`config.mk`:
```
export PLATFORM = sky130hd
export DESIGN_NAME = pair_scan_ctrl
export DESIGN_NICKNAME = d
export VERILOG_FILES = /design/src/rtl/pair_scan_ctrl.sv
export SDC_FILE = /design/constraint.sdc
export NUM_CORES = 1
export LEC_CHECK = 0
export CAP_MARGIN = 10
export CORE_UTILIZATION = 55
export CTS_CLUSTER_SIZE = 40
export DETAILED_ROUTE_END_ITERATION = 6
export HOLD_SLACK_MARGIN = 0.1
export PLACE_DENSITY = 0.81
export SYNTH_ARGS = -nofsm -noshare
export SYNTH_HDL_FRONTEND = slang
export SYNTH_SLANG_ARGS = --single-unit
```
`constraint.sdc`:
```
create_clock -name clk -period 3.5 [get_ports clk]
set_clock_uncertainty 0.1 [all_clocks]
set_input_delay 0.525 -clock clk [delete_from_list [all_inputs] [get_ports clk]]
set_output_delay 0.525 -clock clk [all_outputs]
set_load 0.03 [all_outputs]
```
`src/rtl/pair_scan_ctrl.sv`:
```
// pair_scan_ctrl: walks every operand pair (j<k) of data memory, feeds an external distance unit, writes min/max back.
// Latency: 2(N-1) + 2N(N-1) + 2 (mode 0) or 4 (mode 1) write cycles + 1 from launch to done; no backpressure.

module pair_scan_ctrl #(
   parameter int N_OPS    = 32,
   parameter int RES_BASE = 64
) (
   input  logic        clk,
   input  logic        reset,
   input  logic        start,
   input  logic        mode,
   output logic        done,
   output logic [7:0]  mem_addr,
   output logic        mem_rd_en,
   input  logic [7:0]  mem_rdata,
   output logic        mem_wr_en,
   output logic [7:0]  mem_wdata,
   output logic [15:0] op_a,
   output logic [15:0] op_b,
   output logic        op_valid,
   input  logic [15:0] dist_in
);

   localparam logic [5:0] K_LAST   = 6'(N_OPS - 1);
   localparam logic [5:0] J_LAST   = 6'(N_OPS - 2);
   localparam logic [7:0] RES_ADDR = 8'(RES_BASE);

   typedef enum logic [3:0] {
      S_IDLE,
      S_RA_H,
      S_RA_L,
      S_RB_H,
      S_RB_L,
      S_CAP,
      S_EVAL,
      S_WR,
      S_DONE
   } state_t;

   state_t      state_q, state_d;
   logic        start_q, start_d;
   logic        mode_q, mode_d;
   logic [5:0]  j_q, j_d;
   logic [5:0]  k_q, k_d;
   logic [15:0] min_q, min_d;
   logic [15:0] max_q, max_d;
   logic [15:0] op_a_q, op_a_d;
   logic [15:0] op_b_q, op_b_d;
   logic        a_lo_pend_q, a_lo_pend_d;
   logic [1:0]  wr_cnt_q, wr_cnt_d;

   logic [15:0] dist_eff;
   logic        busy;
   logic        wr_last;

   assign dist_eff = mode_q ? dist_in : {8'h00, dist_in[7:0]};
   assign busy     = (state_q != S_IDLE) && (state_q != S_DONE);
   assign wr_last  = mode_q ? (wr_cnt_q == 2'd3) : (wr_cnt_q == 2'd1);

   assign op_a = op_a_q;
   assign op_b = op_b_q;

   always_comb begin
      state_d     = state_q;
      start_d     = start;
      mode_d      = mode_q;
      j_d         = j_q;
      k_d         = k_q;
      min_d       = min_q;
      max_d       = max_q;
      op_a_d      = op_a_q;
      op_b_d      = op_b_q;
      a_lo_pend_d = a_lo_pend_q;
      wr_cnt_d    = wr_cnt_q;
      mem_addr    = 8'h00;
      mem_rd_en   = 1'b0;
      mem_wr_en   = 1'b0;
      mem_wdata   = 8'h00;
      op_valid    = 1'b0;
      done        = 1'b0;

      case (state_q)
         S_IDLE: begin
            if (start_q && !start) begin
               mode_d      = mode;
               j_d         = 6'd0;
               k_d         = 6'd1;
               min_d       = 16'hFFFF;
               max_d       = 16'h0000;
               a_lo_pend_d = 1'b0;
               wr_cnt_d    = 2'd0;
               state_d     = S_RA_H;
            end
         end
         S_RA_H: begin
            mem_rd_en = 1'b1;
            mem_addr  = {1'b0, j_q, 1'b0};
            state_d   = S_RA_L;
         end
         S_RA_L: begin
            op_a_d[15:8] = mem_rdata;
            mem_rd_en    = 1'b1;
            mem_addr     = {1'b0, j_q, 1'b1};
            a_lo_pend_d  = 1'b1;
            state_d      = S_RB_H;
         end
         S_RB_H: begin
            // op_a low byte only arrives here right after a fresh RA_L read
            if (a_lo_pend_q) begin
               op_a_d[7:0] = mem_rdata;
            end
            a_lo_pend_d = 1'b0;
            mem_rd_en   = 1'b1;
            mem_addr    = {1'b0, k_q, 1'b0};
            state_d     = S_RB_L;
         end
         S_RB_L: begin
            op_b_d[15:8] = mem_rdata;
            mem_rd_en    = 1'b1;
            mem_addr     = {1'b0, k_q, 1'b1};
            state_d      = S_CAP;
         end
         S_CAP: begin
            op_b_d[7:0] = mem_rdata;
            state_d     = S_EVAL;
         end
         S_EVAL: begin
            op_valid = 1'b1;
            if (dist_eff < min_q) begin
               min_d = dist_eff;
            end
            if (dist_eff > max_q) begin
               max_d = dist_eff;
            end
            if (k_q < K_LAST) begin
               k_d     = k_q + 6'd1;
               state_d = S_RB_H;
            end else if (j_q < J_LAST) begin
               j_d     = j_q + 6'd1;
               k_d     = j_q + 6'd2;
               state_d = S_RA_H;
            end else begin
               wr_cnt_d = 2'd0;
               state_d  = S_WR;
            end
         end
         S_WR: begin
            mem_wr_en = 1'b1;
            if (mode_q) begin
               mem_addr = RES_ADDR + 8'd2 + {6'd0, wr_cnt_q};
               case (wr_cnt_q)
                  2'd0:    mem_wdata = min_q[15:8];
                  2'd1:    mem_wdata = min_q[7:0];
                  2'd2:    mem_wdata = max_q[15:8];
                  default: mem_wdata = max_q[7:0];
               endcase
            end else begin
               mem_addr  = RES_ADDR + {6'd0, wr_cnt_q};
               mem_wdata = wr_cnt_q[0] ? max_q[7:0] : min_q[7:0];
            end
            if (wr_last) begin
               wr_cnt_d = 2'd0;
               state_d  = S_DONE;
            end else begin
               wr_cnt_d = wr_cnt_q + 2'd1;
            end
         end
         S_DONE: begin
            done = 1'b1;
            if (start) begin
               state_d = S_IDLE;
            end
         end
         default: begin
            state_d = S_IDLE;
         end
      endcase

      // Abort wins over everything, including a result byte due this cycle
      if (busy && start) begin
         state_d     = S_IDLE;
         wr_cnt_d    = 2'd0;
         a_lo_pend_d = 1'b0;
         mem_addr    = 8'h00;
         mem_rd_en   = 1'b0;
         mem_wr_en   = 1'b0;
         mem_wdata   = 8'h00;
      end
   end

   always_ff @(posedge clk or posedge reset) begin
      if (reset) begin
         state_q     <= S_IDLE;
         start_q     <= 1'b0;
         mode_q      <= 1'b0;
         j_q         <= 6'd0;
         k_q         <= 6'd0;
         min_q       <= 16'hFFFF;
         max_q       <= 16'h0000;
         op_a_q      <= 16'h0000;
         op_b_q      <= 16'h0000;
         a_lo_pend_q <= 1'b0;
         wr_cnt_q    <= 2'd0;
      end else begin
         state_q     <= state_d;
         start_q     <= start_d;
         mode_q      <= mode_d;
         j_q         <= j_d;
         k_q         <= k_d;
         min_q       <= min_d;
         max_q       <= max_d;
         op_a_q      <= op_a_d;
         op_b_q      <= op_b_d;
         a_lo_pend_q <= a_lo_pend_d;
         wr_cnt_q    <= wr_cnt_d;
      end
   end

   a_rd_wr_excl : assert property (@(posedge clk) disable iff (reset)
      !(mem_rd_en && mem_wr_en));

   a_addr_idle : assert property (@(posedge clk) disable iff (reset)
      (!mem_rd_en && !mem_wr_en) |-> (mem_addr == 8'h00));

endmodule
```
# [After elaboration in Yosys (flattened, before gate mapping)]
# Cells that the tools add are included.
[word_totals] memories=0 mem_bits_rw=0 word_cells=112 input_bits=28 latch_bits=0 rom_bits=0 reg_bits=85 out_inout_bits=52
[op_classes] n_bitwise=0 n_mul=0 eq_ne=23 n_mux=46 addsub=6 shifts=0 n_div=0 n_lt_le_gt_ge=4 n_reduce_logical=20
[op_table] cell="$mux 16" count=5
[op_table] cell="$pmux 16 s2" count=2
[op_table] cell="$mux 8" count=6
[op_table] cell="$pmux 8 s5" count=1
[op_table] cell="$mux 6" count=6
[op_table] cell="$pmux 4 s9" count=1
[op_table] cell="$pmux 6 s2" count=2
[op_table] cell="$pmux 8 s3" count=1
[op_table] cell="$ne 3x3->1 const B" count=6
[op_table] cell="$add 7x2->8 const A" count=2
[op_table] cell="$eq 4x3->1 const B" count=4
[op_table] cell="$gt 16x16->1" count=1
[op_table] cell="$lt 16x16->1" count=1
[op_table] cell="$mux 4" count=4
[op_table] cell="$add 6x1->6 const B" count=2
[op_table] cell="$lt 6x5->1 const B" count=2
[op_table] cell="$reduce_and 3->1" count=4
[op_table] cell="$reduce_bool 4->1" count=3
[op_table] cell="$mux 2" count=5
[op_table] cell="$ne 2x2->1 const B" count=5
[op_table] cell="$mux 1" count=9
[op_table] cell="$eq 4x2->1 const B" count=2
[op_table] cell="$reduce_and 4->1" count=2
[op_table] cell="$add 6x2->6 const B" count=1
[op_table] cell="other kinds (16)" count=22

# [Depth between registers and ports, before layout]
[logic_depth] depth_word=5 mapped_depth=12 ltp_nobuf=9

# [Worst setup path after synthesis]
# OpenSTA, ideal clock, no wires.
[synth_timing] path_kind="register to register" from="register mode_q" to="register max_q[8]" t_arrival_ps=2526 setup_slack_ps=799 path_stages_with_launch=13 period_less_slack_ps=2701 path_cell_list="dfrtp_1 > buf_2 > buf_1 > nand2_1 > inv_1 > ha_1 > and4_1 > or4b_1 > o211ai_1 > a31o_2 > o31ai_4 > buf_6 > o2bb2ai_2"
[synth_via] elab_chain_cells=4 elab_cells_between_ends=6 classes_between="1 x order compare; 1 x eq/ne; 3 x mux; 1 x reduce/logical"
[synth_lines] item="start: declaration" line="42" source="logic mode_q, mode_d;"
[synth_lines] item="start signal: assignment" line="207" source="mode_q <= mode_d;"
[synth_lines] item="$mux 16 (*)" line="56" source="assign dist_eff = mode_q ? dist_in : {8'h00, dist_in[7:0]};"
[synth_lines] item="$gt 16x16->1" line="132" source="if (dist_eff > max_q) begin"
[synth_lines] item="$ne 2x2->1 (no source line)"
[synth_lines] item="$reduce_and 3->1 (no source line)"
[synth_lines] item="end signal: assignment" line="211" source="max_q <= max_d;"
[synth_lines] item="end: declaration" line="46" source="logic [15:0] max_q, max_d;"
# Mark *: on every way between the ends. The rest lies on a longest branch, timed or not. The select of a mux whose other input is x is not followed.
# A chain may end at the register's enable or synchronous reset.

# [Final worst setup path]
[layout_timing] from="register mode_q" to="output mem_wdata[1]"
[layout_via] elab_chain_cells=3
[layout_lines] item="$mux 8" line="149" source="if (mode_q) begin"
[layout_lines] item="$mux 8" line="82" source="case (state_q)"
[layout_lines] item="$mux 8" line="180" source="if (busy && start) begin"
[layout_lines] item="end: declaration" line="17" source="output logic [7:0] mem_wdata,"
# No other way between the ends.

==> out/metrics.csv <==
stage;metric;value;unit
outcome;status;complete, no violations;
sta;Final setup viols;0;
drt;TritonRoute pass-1 iters;5;
synthesis;post-synthesis cell area;5320;µm²
setup_path;Crit path required time;2.87;ns
die;die area;10100;µm²
die;row count;35;
global_routing;vias in the first global route;4602;
global_routing;GR Overflow Total;0;
sta;setup_tns;0;ns
synthesis;Post-synth ARST share;100;%
placed_design;gp weighted congestion;1.03;
die;Die Y;100;µm
finish;commonest non-fill, non-tap cells in the layout;clkdlybuf4s50_1, dfrtp_1, nor2_1, inv_1, nand2_1;
synthesis;number of flops mapped to enable cells by yosys;0;
die;num ports;80;
drt;drc violations;0;
synthesis;Avg Cell Area, Syn;9.78;µm²
clocking;post_cts resized;0;
clocking;Num Clock Sinks;85;
die;Starting Density;57.1;%
synthesis;Seq cells post-synth;85;
global_routing;number of antenna violations at the first check in global routing;0;
synthesis;Yosys cell types;75;
synthesis;Mapped Nets;607;
finish;# fillers;714;
setup_path;Startpoint Class;flip-flop;
synthesis;post-synth top area share;32.4;%
sta;minimum clock period;3.36;ns
finish;nets;683;
setup_path;crit-path max FO;12;
die;core box area;9330;µm²
clocking;Worst-path clk slew;0.10;ns
sta;Final Slew Violations;0;
drt;Routed WL;13500;µm
finish;Register Area;2150;µm²
clocking;CTS tree;built;
synthesis;ys flop type;dfrtp_1;
sta;Rel. slew slack;31.9;%
drt;via count;4493;
finish;multi-input combinational cell area;2840;µm²
sta;Tcrit/Tclk final;96.0;%
die;Die W;100;µm
run;max capacitance violation total;0;
sta;Worst-Margin Slew;1.02;ns
placed_design;Placed Cells;738;
synthesis;cells after synthesis;544;
clocking;setup bufs post-CTS;0;
sta;max frequency;298;MHz
placed_design;Port Buffers;78;
global_routing;first-pass GRT wire length;22400;µm
min_path;Tightest Hold Check Type;flip-flop to flip-flop;
drt;WL per Instance;17.9;µm
finish;share of layout cells above drive strength 1;16.2;%
drt;Antenna Violating Nets Remaining;0;
global_routing;largest net degree at the start of global routing;46;
finish;commonest non-fill, non-tap cell in the layout;clkdlybuf4s50_1;
sta;hold_ws;0.396;ns
sta;Final Hold Viols;0;
placed_design;hpwl dp;9950;µm
setup_path;element type at the critical path end;output port;
finish;final instance area;6440;µm²
sta;RSZ-0062 raised after global routing;false;
drt;iteration-0 DRC count of the detailed router;357;
clocking;clk_lat worst skew;0.38;ns
clocking;post-cts hold buffer count;0;
finish;Layout area overhead;21.0;%
finish;fin cells;754;
global_routing;Tot GR Track Use;28.8;%
synthesis;Synth area leaders;dfrtp_1, ha_1, dfstp_2;
finish;Antenna diodes;0;
pwr;worst vdd rail ir drop;471;µV
pwr;Power Density;454;nW/µm²
setup_path;kind of critical path;flip-flop to output port;
clocking;Inserted Clock Buffers;9;
synthesis;post-synthesis sequential area ratio;40.3;%
pwr;leakage;3.06;nW
clocking;CTS H-tree lvls;3;
drt;Vias/cell;5.96;
clocking;CTS root buffer;clkbuf_8;
clocking;CTS Buffer Depth;2;
setup_path;Worst Path Arrival;2.74;ns
synthesis;post-synth top area cell;dfrtp_1;
synthesis;Ys Warns;0;
placed_design;DP Area;6240;µm²
-- final timing paths --
kind / start / end / slack (ns) / depth (start not counted)
min in group asynchronous: reset / op_a[11]$_DFFE_PP0N_ / 0.45 / 2
max: mode_q$_DFFE_PP0P_ / mem_wdata[1] / 0.14 / 6
max reg2reg: mode_q$_DFFE_PP0P_ / max_q[10]$_DFFE_PP0P_ / 0.29 / 9
min reg2reg: op_a[4]$_DFFE_PP0P_ / op_a[4]$_DFFE_PP0P_ / 0.40 / 1
min: op_a[4]$_DFFE_PP0P_ / op_a[4]$_DFFE_PP0P_ / 0.40 / 1
max in group asynchronous: reset / min_q[6]$_DFFE_PP1P_ / 2.11 / 3
-- metal layers --
metal  track usage, %  up-vias  part of all wire [%]
met5                0        -                     0
met4             11.6        0                   2.0
met2             45.8      157                    47
met1             37.6     2218                    43
met3             7.17       27                   7.3
li1                 -     2091                     -
-- critical path, stage by stage, from the launching register on --
cell and delay (ns):
dfrtp_1 0.63, buf_4 0.26, mux2i_1 0.20, buf_4 0.17, o22ai_1 0.09, nor3_1 0.27
clkdlybuf4s50_1 0.74
-- flip-flops by register name, summed over array words and instances, names as in the netlist --
register and flops:
min_q 16, op_b 16, start_q 1, op_a 16, a_lo_pend_q 1, state_q 4
k_q 6, max_q 16, mode_q 1, j_q 6, wr_cnt_q 2
-- metrics by stage --
step | setup WS (ns) | total power, W | utilization [%]
finish | 0.140 | 0.00292 | 69.0
global route | 0.0802 | 0.00306 | 69.0
floorplan | 0.708 | 0.00181 | -
global placement | 0.114 | 0.00218 | 66.9
CTS | 0.148 | 0.00293 | 69.0
detailed placement | 0.0121 | 0.00222 | 66.9
-- report_power, final --
group | internal, W | leakage, nW | total (W) | switching, W
combinational | 0.000423 | 1.87 | 0.000990 | 0.000567
sequential | 0.00112 | 1.09 | 0.00121 | 0.0000940
clock | 0.000284 | 0.0990 | 0.000719 | 0.000435
total | 0.00183 | 3.06 | 0.00292 | 0.00110
-- Yosys cell counts, types with 3 or more instances --
| cell | instances |
|---|---|
| o21ai_0 | 31 |
| mux2_1 | 8 |
| inv_1 | 50 |
| nor3_1 | 9 |
| a311oi_1 | 3 |
| a22oi_1 | 11 |
| o2bb2ai_2 | 10 |
| nand2b_1 | 6 |
| nor2_1 | 50 |
| ha_1 | 35 |
| dfstp_2 | 16 |
| mux2i_1 | 17 |
| o2bb2ai_1 | 6 |
| nand3_1 | 14 |
| a211oi_1 | 6 |
| o21ai_1 | 4 |
| nand2_1 | 43 |
| and3_1 | 4 |
| xor2_1 | 5 |
| buf_2 | 7 |
| clkbuf_1 | 8 |
| buf_1 | 6 |
| buf_6 | 4 |
| a21oi_1 | 25 |
| mux2_2 | 24 |
| nand4_1 | 3 |
| and4_1 | 5 |
| dfrtp_1 | 69 |
| nor2b_1 | 4 |
| xnor2_1 | 4 |
-- cell type report --
class                      instances  share of cell area, %
sequential                        85                   33.4
clock inverter                     7                   1.17
inverter                          52                   3.05
tap                              129                   2.51
clock buffer                       9                   1.92
timing repair buffer              92                   13.9
multi-input combinational        380                   44.0
-- logic make-up (layout without fill, tap and decap cells) --
group           Yosys count  count (layout)  synth area share, %
flops                    85              85                 40.3
other cells               1               1               0.0705
mux                      49              49                 9.97
buf+inv                  79             160                 6.44
compound gates          132             132                 18.8
xor+xnor                  9               9                 1.48
fa+ha+maj                35              35                 8.23
simple gates            154             154                 14.7
Power figures use the tool's default switching activity.
